<file path="src/rtl/ft_sync_scheduler.sv">
// Run-control sequencer for the FreezeTime timer: slices a run into simulated-time
// quanta and freezes the emulated system for a host req/ack sync at each boundary.
module ft_sync_scheduler #(
  parameter int QW          = 32,
  parameter int ACK_TIMEOUT = 1024
) (
  input  logic          clock,
  input  logic          reset,
  input  logic          cmd_start,
  input  logic          cmd_stop,
  input  logic [QW-1:0] quantum,
  input  logic [63:0]   sim_time,
  input  logic          sync_ack,
  output logic          sim_Start,
  output logic          sim_End,
  output logic          ext_stall,
  output logic          sync_req,
  output logic          busy,
  output logic [QW-1:0] epoch_count,
  output logic          timeout_err,
  output logic [2:0]    state
);

  localparam int WW = (ACK_TIMEOUT < 2) ? 1 : $clog2(ACK_TIMEOUT);
  localparam logic [WW-1:0] WAIT_MAX = WW'(ACK_TIMEOUT - 1);

  typedef enum logic [2:0] {IDLE = 3'd0, RUN = 3'd1, SYNC = 3'd2, DONE = 3'd3} st_e;

  typedef struct packed {
    logic       sim_start;
    logic       sim_end;
    logic       ext_stall;
    logic       sync_req;
    logic       busy;
    logic [2:0] state;
  } out_t;

  st_e           state_q, state_d;
  logic [QW-1:0] quantum_q, quantum_d;
  logic [63:0]   next_sync_q, next_sync_d;
  logic [WW-1:0] wait_q, wait_d;
  logic [QW-1:0] epoch_q, epoch_d;
  logic          terr_q, terr_d;
  logic          stop_pend_q, stop_pend_d;
  out_t          out_q, out_d;
  logic          start_ok;

  assign start_ok = cmd_start & ~cmd_stop & (quantum != '0);

  always_ff @(posedge clock) begin
    if (reset) begin
      state_q     <= IDLE;
      quantum_q   <= '0;
      next_sync_q <= '0;
      wait_q      <= '0;
      epoch_q     <= '0;
      terr_q      <= 1'b0;
      stop_pend_q <= 1'b0;
      out_q       <= '0;
    end else begin
      state_q     <= state_d;
      quantum_q   <= quantum_d;
      next_sync_q <= next_sync_d;
      wait_q      <= wait_d;
      epoch_q     <= epoch_d;
      terr_q      <= terr_d;
      stop_pend_q <= stop_pend_d;
      out_q       <= out_d;
    end
  end

  always_comb begin
    state_d     = state_q;
    quantum_d   = quantum_q;
    next_sync_d = next_sync_q;
    wait_d      = wait_q;
    epoch_d     = epoch_q;
    terr_d      = terr_q;
    stop_pend_d = stop_pend_q;
    case (state_q)
      IDLE, DONE: begin
        if (start_ok) begin
          state_d     = RUN;
          quantum_d   = quantum;
          next_sync_d = sim_time + 64'(quantum);
          epoch_d     = '0;
          terr_d      = 1'b0;
        end
      end
      RUN: begin
        // stop beats a coincident boundary: no sync, no epoch bump
        if (cmd_stop) state_d = DONE;
        else if (sim_time >= next_sync_q) begin
          state_d = SYNC;
          wait_d  = '0;
        end
      end
      SYNC: begin
        if (cmd_stop) stop_pend_d = 1'b1;
        if (sync_ack) begin
          epoch_d     = epoch_q + 1'b1;
          next_sync_d = next_sync_q + 64'(quantum_q);
          state_d     = (stop_pend_q | cmd_stop) ? DONE : RUN;
          stop_pend_d = 1'b0;
        end else if (wait_q == WAIT_MAX) begin
          terr_d      = 1'b1;
          state_d     = DONE;
          stop_pend_d = 1'b0;
        end else begin
          wait_d = wait_q + 1'b1;
        end
      end
      default: state_d = IDLE;
    endcase
  end

  // Outputs are decoded from the next state and registered, so they track state_q.
  always_comb begin
    out_d           = '0;
    out_d.state     = state_d;
    out_d.sim_start = (state_d == RUN) | (state_d == SYNC) | (state_d == DONE);
    out_d.sim_end   = (state_d == DONE);
    out_d.ext_stall = (state_d == SYNC);
    out_d.sync_req  = (state_d == SYNC);
    out_d.busy      = (state_d == RUN) | (state_d == SYNC);
  end

  assign sim_Start   = out_q.sim_start;
  assign sim_End     = out_q.sim_end;
  assign ext_stall   = out_q.ext_stall;
  assign sync_req    = out_q.sync_req;
  assign busy        = out_q.busy;
  assign state       = out_q.state;
  assign epoch_count = epoch_q;
  assign timeout_err = terr_q;

endmodule

</file>
<file path="config.mk">
export PLATFORM = sky130hd
export DESIGN_NAME = ft_sync_scheduler
export DESIGN_NICKNAME = d
export VERILOG_FILES = /design/src/rtl/ft_sync_scheduler.sv
export SDC_FILE = /design/constraint.sdc
export NUM_CORES = 1
export LEC_CHECK = 0
export ABC_AREA = 1
export ABC_CLOCK_PERIOD_IN_PS = 2900
export CAP_MARGIN = 20
export CELL_PAD_IN_SITES_DETAIL_PLACEMENT = 0
export CELL_PAD_IN_SITES_GLOBAL_PLACEMENT = 1
export CORE_MARGIN = 4
export CORE_UTILIZATION = 41
export CTS_CLUSTER_SIZE = 28
export DETAILED_ROUTE_END_ITERATION = 12
export PLACE_DENSITY = 0.89
export SLEW_MARGIN = 20
export SYNTH_ARGS = -nofsm -noshare
export SYNTH_HDL_FRONTEND = slang
export SYNTH_SLANG_ARGS = --single-unit
</file>
<file path="constraint.sdc">
create_clock -name clock -period 2.9 [get_ports clock]
set_input_delay 0.29 -clock clock [delete_from_list [all_inputs] [get_ports clock]]
set_output_delay 0.29 -clock clock [all_outputs]
set_load 0.005 [all_outputs]
</file>
==> flow_summary.rst, run 1 <==
.. list-table::
   :header-rows: 1

   * - Metric
     - Value
   * - Total of buffers placed on input and output ports
     - 141
   * - Number of vias in the routed layout
     - 20,563
   * - Highest-count cells in the layout ignoring fill and taps
     - sky130_fd_sc_hd__nand2_1, sky130_fd_sc_hd__inv_1, sky130_fd_sc_hd__nand3_1
   * - # DRC
     - 0
   * - Area fraction in and, or, nand and nor cells after synthesis
     - 42.2%
   * - CTS Hold Bufs
     - 0
   * - Parity-gate share of the synthesized area counting xor and xnor cells
     - 2.16%
   * - Total power density per cell area
     - 336 mW/mm^2
   * - Router iterations before antenna repair
     - 6
   * - Clock latency at the later pin of the worst-skew pair
     - 0.50 ns
   * - Final weighted congestion in routability-driven placement
     - 1.06
   * - Mapped Nets
     - 3,153
   * - Post-synthesis compound-gate area fraction
     - 13.6%
   * - Data required time of the worst path
     - 3.30 ns
   * - Critical Path End Type
     - register
   * - Cell type with the highest occurrence count on the critical path
     - sky130_fd_sc_hd__nand2_1
   * - Number of CTS-inserted buffers
     - 17
   * - Initial standard-cell utilization of the core
     - 41.7%
   * - Most common cell after layout, fill and taps aside
     - sky130_fd_sc_hd__nand2_1
   * - Average wire per standard cell
     - 20.9 um
   * - Switching share of power
     - 38.4%
   * - Internal reg-to-reg setup slack
     - 0.13 ns
   * - Worst min-delay path category
     - in2reg
   * - Clock-pin slew on the worst setup and hold paths
     - 0.07 ns
   * - Root buf cell
     - sky130_fd_sc_hd__clkbuf_16
   * - Mux share of post-synthesis cell area
     - 0.0617%
   * - Number of H-tree levels
     - 4
   * - Y dimension of the die
     - 207 um
   * - Netlist area before placement
     - 0.0162 mm^2
   * - Maximum buffer depth of the clock tree
     - 2
   * - Share of the yosys chip area belonging to registers
     - 18.1%
   * - Antenna violations before repair
     - 0
   * - Worst hold start
     - reset
   * - Final Max Slew Viols
     - 0
   * - Internal power consumption
     - 4.23 mW
   * - Kind of start point of the critical path
     - primary input
   * - Max_cap viols
     - 0
   * - Worst clock skew
     - 0.0150 ns
   * - Final critical delay including setup and external delays
     - 2.80 ns
   * - Critical path startpoint
     - quantum[29]
   * - Status
     - finished, final reports clean
   * - Global-route wire length before repair
     - 116 mm
   * - CTS tree
     - yes
   * - Reg2Reg Launch Point
     - next_sync_q[31]
   * - Die X
     - 207 um
   * - Site row count
     - 72
   * - Static leakage
     - 10.3 nW
   * - Ys Warns
     - 0
   * - VDD IR max
     - 0.000420 V
   * - Data arrival, critical path
     - 3.20 ns
   * - Via count of the first global-routing pass
     - 19,514
   * - Comb power frac
     - 33.6%
   * - Final worst path period share
     - 96.5%
   * - Final nets
     - 3,478
   * - Finished Layout Cells
     - 3,775
   * - P_sw
     - 2.64 mW
   * - Top Ports
     - 142
   * - Synthesized area per cell
     - 5.56 um^2
   * - Distinct cells, synth
     - 44
   * - Final Setup Violations
     - 0
   * - Async set-or-reset flop fraction in the synthesized netlist
     - 0%
   * - Slowest cell on the critical path
     - sky130_fd_sc_hd__clkdlybuf4s50_1
   * - Actual transition at the worst max-transition pin
     - 0.848 ns
   * - Largest net degree at the start of global routing
     - 88
   * - Worst-path cell chain
     - clkdlybuf4s50_1 > ha_1 > nand2_1 > nor2_1 > inv_1 > nor2_1 > nand2_1 > inv_1 > nand3_1 > nand4_1 > nand2_1 > a21oi_1 > buf_4 > nand2_1 > nand2_1 > inv_1
   * - Number of placed cells counting well taps
     - 3,744
   * - Class of the most critical setup path
     - in2reg
   * - Flip-flop and latch count after synthesis
     - 147
   * - Combinational family with the most area after synthesis
     - simple AND/OR/NAND/NOR gates
   * - Number of diodes
     - 0
   * - Fraction of final layout cells with drive strength greater than 1
     - 9.58%
   * - Adder and majority cell fraction of the synthesized area
     - 10.3%
   * - EDFF count, synth
     - 0
   * - Fmax
     - 357 MHz
   * - Detailed-route vias per instance
     - 5.45
   * - Detailed-placement wirelength estimate
     - 65.5 mm
   * - Total routed wirelength
     - 78.9 mm
   * - Setup_tns
     - 0 ns
   * - Unrepaired setup endpoints after global routing
     - false
   * - Number of hold violations in the final report
     - 0
   * - Area delta synth->final
     - 26.1%
   * - Post-CTS Setup Inserts
     - 0
   * - Core outline area
     - 0.0389 mm^2
   * - Part of the total power dissipated in the clock network
     - 34.3%
   * - Remaining global-route overflow
     - 0
   * - Max-slew headroom
     - 43.3%
   * - DIE AREA
     - 0.0428 mm^2
   * - Total Power Consumption
     - 6.87 mW
   * - Violation count after the first detailed-routing iteration
     - 1,801
   * - Remaining antenna violation count
     - 0
   * - Peak fanout along the critical path
     - 5
   * - Layout fillers
     - 4,137
   * - Clock Sink Count
     - 147
   * - Post-synth top flop
     - sky130_fd_sc_hd__dfxtp_1
   * - GRT Util Overall
     - 36.5%
   * - Cell count after synthesis
     - 2,920
   * - Critical Path Max Stage Delay
     - 0.52 ns
   * - Sequential fraction of design power
     - 32.1%
-- power by group through the flow --
stage	logic (mW)	clock network [mW]	registers [mW]
floorplan	1.10	0	2.23
global placement	2.21	0	2.24
detailed placement	2.23	0	2.25
CTS	2.24	2.39	2.20
global route	2.49	2.47	2.22
finish	2.31	2.36	2.21
-- path summary, 6_finish.rpt --
check | to | cells after the start
hold reg to reg | quantum_q[16] | 2
hold / removal | next_sync_q[6] | 4
setup / recovery | next_sync_q[45] | 16
setup reg to reg | next_sync_q[57] | 14
-- layer usage --
| layer | GRT usage, % | vias to the layer above | wire length, um |
|---|---|---|---|
| li1 | - | 10005 | - |
| met3 | 9.14 | 178 | 7750 |
| met5 | 0 | - | 0 |
| met4 | 16.3 | 0 | 3700 |
| met1 | 48.2 | 9431 | 33300 |
| met2 | 56.3 | 949 | 34100 |
-- cells by family (layout without fill, tap and decap cells) --
group | after synthesis | count (layout)
simple gates | 1605 | 1605
xor+xnor | 40 | 40
buf+inv | 573 | 910
other cells | 1 | 1
fa+ha+maj | 132 | 132
mux | 1 | 1
flops | 147 | 147
compound gates | 421 | 421
-- synth_stat cells (all sizes together), types with 2 or more instances --
master  instances  share of area [%]
a21oi         216                6.7
nand3         261                8.3
ha            130                 10
clkbuf         35               0.81
inv           510                 12
o21ai         160                5.0
xnor2          11               0.59
nand4          60                2.3
o21a            6               0.28
o21bai         15               0.69
o211ai         10               0.46
nor4           24               0.96
nor3           62                2.1
fa              2               0.25
nor3b           3               0.14
or2            10               0.39
nor2          238                5.7
xor2           29                1.6
a31oi          10               0.39
nand2         936                 22
dfxtp         147                 18
nand3b          8               0.37
a211oi          2              0.093
buf            28               0.89
-- critical path, delay by kind of cell --
| family | cells | cell delay, ns |
|---|---|---|
| adders and majority gates | 1 | 0.41 |
| and+or+nand+nor | 9 | 1.36 |
| buffers and inverters | 5 | 0.96 |
| AOI/OAI and AO/OA | 1 | 0.17 |
-- cell type report --
cell class	instances	area [um^2]	share of cell area [%]
Clock buffer	17	425	2.08
Clock inverter	14	164	0.801
Inverter	510	1910	9.36
Multi-Input combinational cell	2200	11100	54.4
Sequential cell	147	2940	14.4
Tap cell	518	648	3.17
Timing Repair Buffer	369	3230	15.8
-- per-stage QoR --
step	cell area [um^2]	hold slack (ns)	util [%]	setup WS, ns
2_1_floorplan	16200	0.392	-	0.783
3_3_place_gp	19800	0.435	51.0	-0.236
3_5_place_dp	19800	0.447	51.0	-0.235
4_1_cts	20400	0.366	52.5	0.0216
5_1_grt	20500	0.403	52.6	0.00642
6_report	20500	0.394	52.6	0.101
-- sequential cells by signal, summed over array words and instances (netlist names) --
signal,flops
quantum_q,32
sim_Start,1
state,3
sim_End,1
timeout_err,1
wait_q,10
busy,1
sync_req,1
epoch_count,32
next_sync_q,64
stop_pend_q,1
-- repair_timing --
| action | in CTS | in global routing |
|---|---|---|
| pin swaps | 0 | 0 |
| gates resized for setup | 1 | 6 |
| endpoints found under the setup margin | 1 | 4 |
Note: power is estimated with default switching activity, not from simulation.
==> run 2, diff against run 1 <==
Settings changed: ABC_CLOCK_PERIOD_IN_PS 2900 to 3300, CAP_MARGIN 20 to 25, CORE_UTILIZATION 41 to 44, PLACE_DENSITY 0.89 to 0.94.
Clock period 2.9 ns to 3.3 ns, I/O delays scaled along.
==> flow_summary.rst, run 2 (synthesis gave the netlist of run 1 again) <==
.. list-table::
   :header-rows: 1

   * - Metric
     - Value
   * - Status
     - finished, final reports clean
   * - Top Ports
     - 142
   * - Cell type with the highest occurrence count on the critical path
     - sky130_fd_sc_hd__nand2_1
   * - Number of diodes
     - 0
   * - Peak fanout along the critical path
     - 5
   * - Actual transition at the worst max-transition pin
     - 0.980 ns
   * - Via count of the first global-routing pass
     - 19,196
   * - Setup_tns
     - 0 ns
   * - Most common cell after layout, fill and taps aside
     - sky130_fd_sc_hd__nand2_1
   * - Clock latency at the later pin of the worst-skew pair
     - 0.48 ns
   * - Router iterations before antenna repair
     - 6
   * - Largest register by flop count
     - next_sync_q
   * - Final Max Slew Viols
     - 0
   * - Y dimension of the die
     - 200 um
   * - Final Setup Violations
     - 0
   * - Class of the most critical setup path
     - reg2reg
   * - Finished Layout Cells
     - 3,607
   * - Violation count after the first detailed-routing iteration
     - 2,196
   * - Final critical delay including setup and external delays
     - 3.11 ns
   * - # DRC
     - 0
   * - Kind of start point of the critical path
     - register
   * - Fmax
     - 321 MHz
   * - Number of hold violations in the final report
     - 0
   * - Total routed wirelength
     - 75.8 mm
   * - CTS tree
     - yes
   * - Post-CTS Setup Inserts
     - 0
   * - Layout Utilization
     - 53.3%
   * - Maximum buffer depth of the clock tree
     - 2
   * - VDD IR max
     - 0.000358 V
   * - Flip-flop count of the largest register after layout
     - 64
   * - Antenna violations before repair
     - 1
   * - Data required time of the worst path
     - 3.68 ns
   * - Final nets
     - 3,359
   * - Max_cap viols
     - 0
   * - Total power density per cell area
     - 303 mW/mm^2
   * - Remaining global-route overflow
     - 0
   * - Remaining antenna violation count
     - 0
   * - Total of buffers placed on input and output ports
     - 141
   * - Clock-pin slew on the worst setup and hold paths
     - 0.08 ns
   * - Clock Sink Count
     - 147
   * - Root buf cell
     - sky130_fd_sc_hd__clkbuf_16
   * - GRT Util Overall
     - 37.4%
   * - Initial standard-cell utilization of the core
     - 44.4%
   * - Unrepaired setup endpoints after global routing
     - false
   * - Number of CTS-inserted buffers
     - 17
   * - Number of H-tree levels
     - 4
   * - Number of placed cells counting well taps
     - 3,575
   * - Worst min-delay path category
     - in2reg
   * - Global-route wire length before repair
     - 113 mm
   * - Core outline area
     - 0.0365 mm^2
   * - Data arrival, critical path
     - 3.50 ns
   * - Final weighted congestion in routability-driven placement
     - 1.08
   * - Die X
     - 200 um
   * - Worst-path cell chain
     - ha_1 > inv_1 > fa_1 > inv_1 > nand3_1 > nand3_1 > nand2_1 > nand2_1 > nand2_1 > nand2_1 > nand2_1 > nand2_1 > nand2_1 > nand3_1 > nand2_1 > nand2_1 > nand3_1 > nand2_1 > inv_1
   * - Slowest cell on the critical path
     - sky130_fd_sc_hd__fa_1
   * - CTS Hold Bufs
     - 0
   * - Detailed-route vias per instance
     - 5.61
   * - Average wire per standard cell
     - 21.0 um
   * - Detailed-placement wirelength estimate
     - 62.4 mm
   * - Static leakage
     - 9.72 nW
   * - Site row count
     - 70
   * - Critical Path Max Stage Delay
     - 0.43 ns
   * - Internal reg-to-reg setup slack
     - 0.19 ns
   * - DIE AREA
     - 0.0400 mm^2
   * - Critical Path End Type
     - register
   * - Highest-count cells in the layout ignoring fill and taps
     - sky130_fd_sc_hd__nand2_1, sky130_fd_sc_hd__inv_1, sky130_fd_sc_hd__nand3_1
   * - Area delta synth->final
     - 19.9%
   * - Cells resized by post-CTS repair
     - 0
   * - Number of vias in the routed layout
     - 20,248
   * - Worst clock skew
     - 0.0148 ns
   * - Largest net degree at the start of global routing
     - 77
   * - Fraction of final layout cells with drive strength greater than 1
     - 5.96%
   * - Final worst path period share
     - 94.4%
   * - Max-slew headroom
     - 34.7%
-- run 2: cell types whose count changed in the layout (fill, tap and decap cells not counted), sizes merged --
cell      delta
buf        -119
bufinv       -1
clkinv       +6
clkinvlp     -1
inv          -3
-- run 2: power by group --
group          internal, mW  switching [mW]  total [mW]
registers              1.86          0.0848        1.95
clock network          1.04            1.08        2.11
logic                 0.649            1.18        1.83
total                  3.55            2.34        5.89
-- run 2: through the flow --
step / hold slack (ns) / instance area, um^2 / setup WS, ns / total power, mW
after floorplan: 0.428 / 16200 / 1.18 / 2.92
after global placement: 0.440 / 18800 / 0.0537 / 3.71
after detailed placement: 0.444 / 18800 / -0.00290 / 3.74
after CTS: 0.330 / 19400 / 0.340 / 5.84
after global routing: 0.355 / 19400 / 0.0143 / 6.13
final: 0.325 / 19400 / 0.186 / 5.89
-- run 2: final timing paths --
kind | start | to | cells after the start
max reg2reg | next_sync_q[0] | next_sync_q[62] | 19
min | reset | epoch_count[3] | 4
min reg2reg | quantum_q[19] | quantum_q[19] | 2
max | next_sync_q[0] | next_sync_q[62] | 19
-- run 2: cell type report --
cell class                 count  area [um^2]
tap                          468          586
fill                        3873        17100
timing repair buffer         250         2270
inverter                     510         1910
sequential                   147         2940
clock buffer                  17          425
multi-input combinational   2200        11100
clock inverter                15          201
-- run 2: routing by layer --
| metal | vias up | global-route usage [%] | wire, um |
|---|---|---|---|
| met5 | - | 0 | 0 |
| met4 | 0 | 16.2 | 3830 |
| met3 | 179 | 8.81 | 7410 |
| met2 | 961 | 58.9 | 33100 |
| met1 | 9334 | 49.0 | 31500 |
| li1 | 9774 | - | - |
-- run 2: critical path: cells and delay by family, from the launching register on --
kind	cells	cell delay (ns)
adders and majority gates	2	0.60
buffers and inverters	3	0.31
DFF	1	0.36
and+or+nand+nor	14	1.77
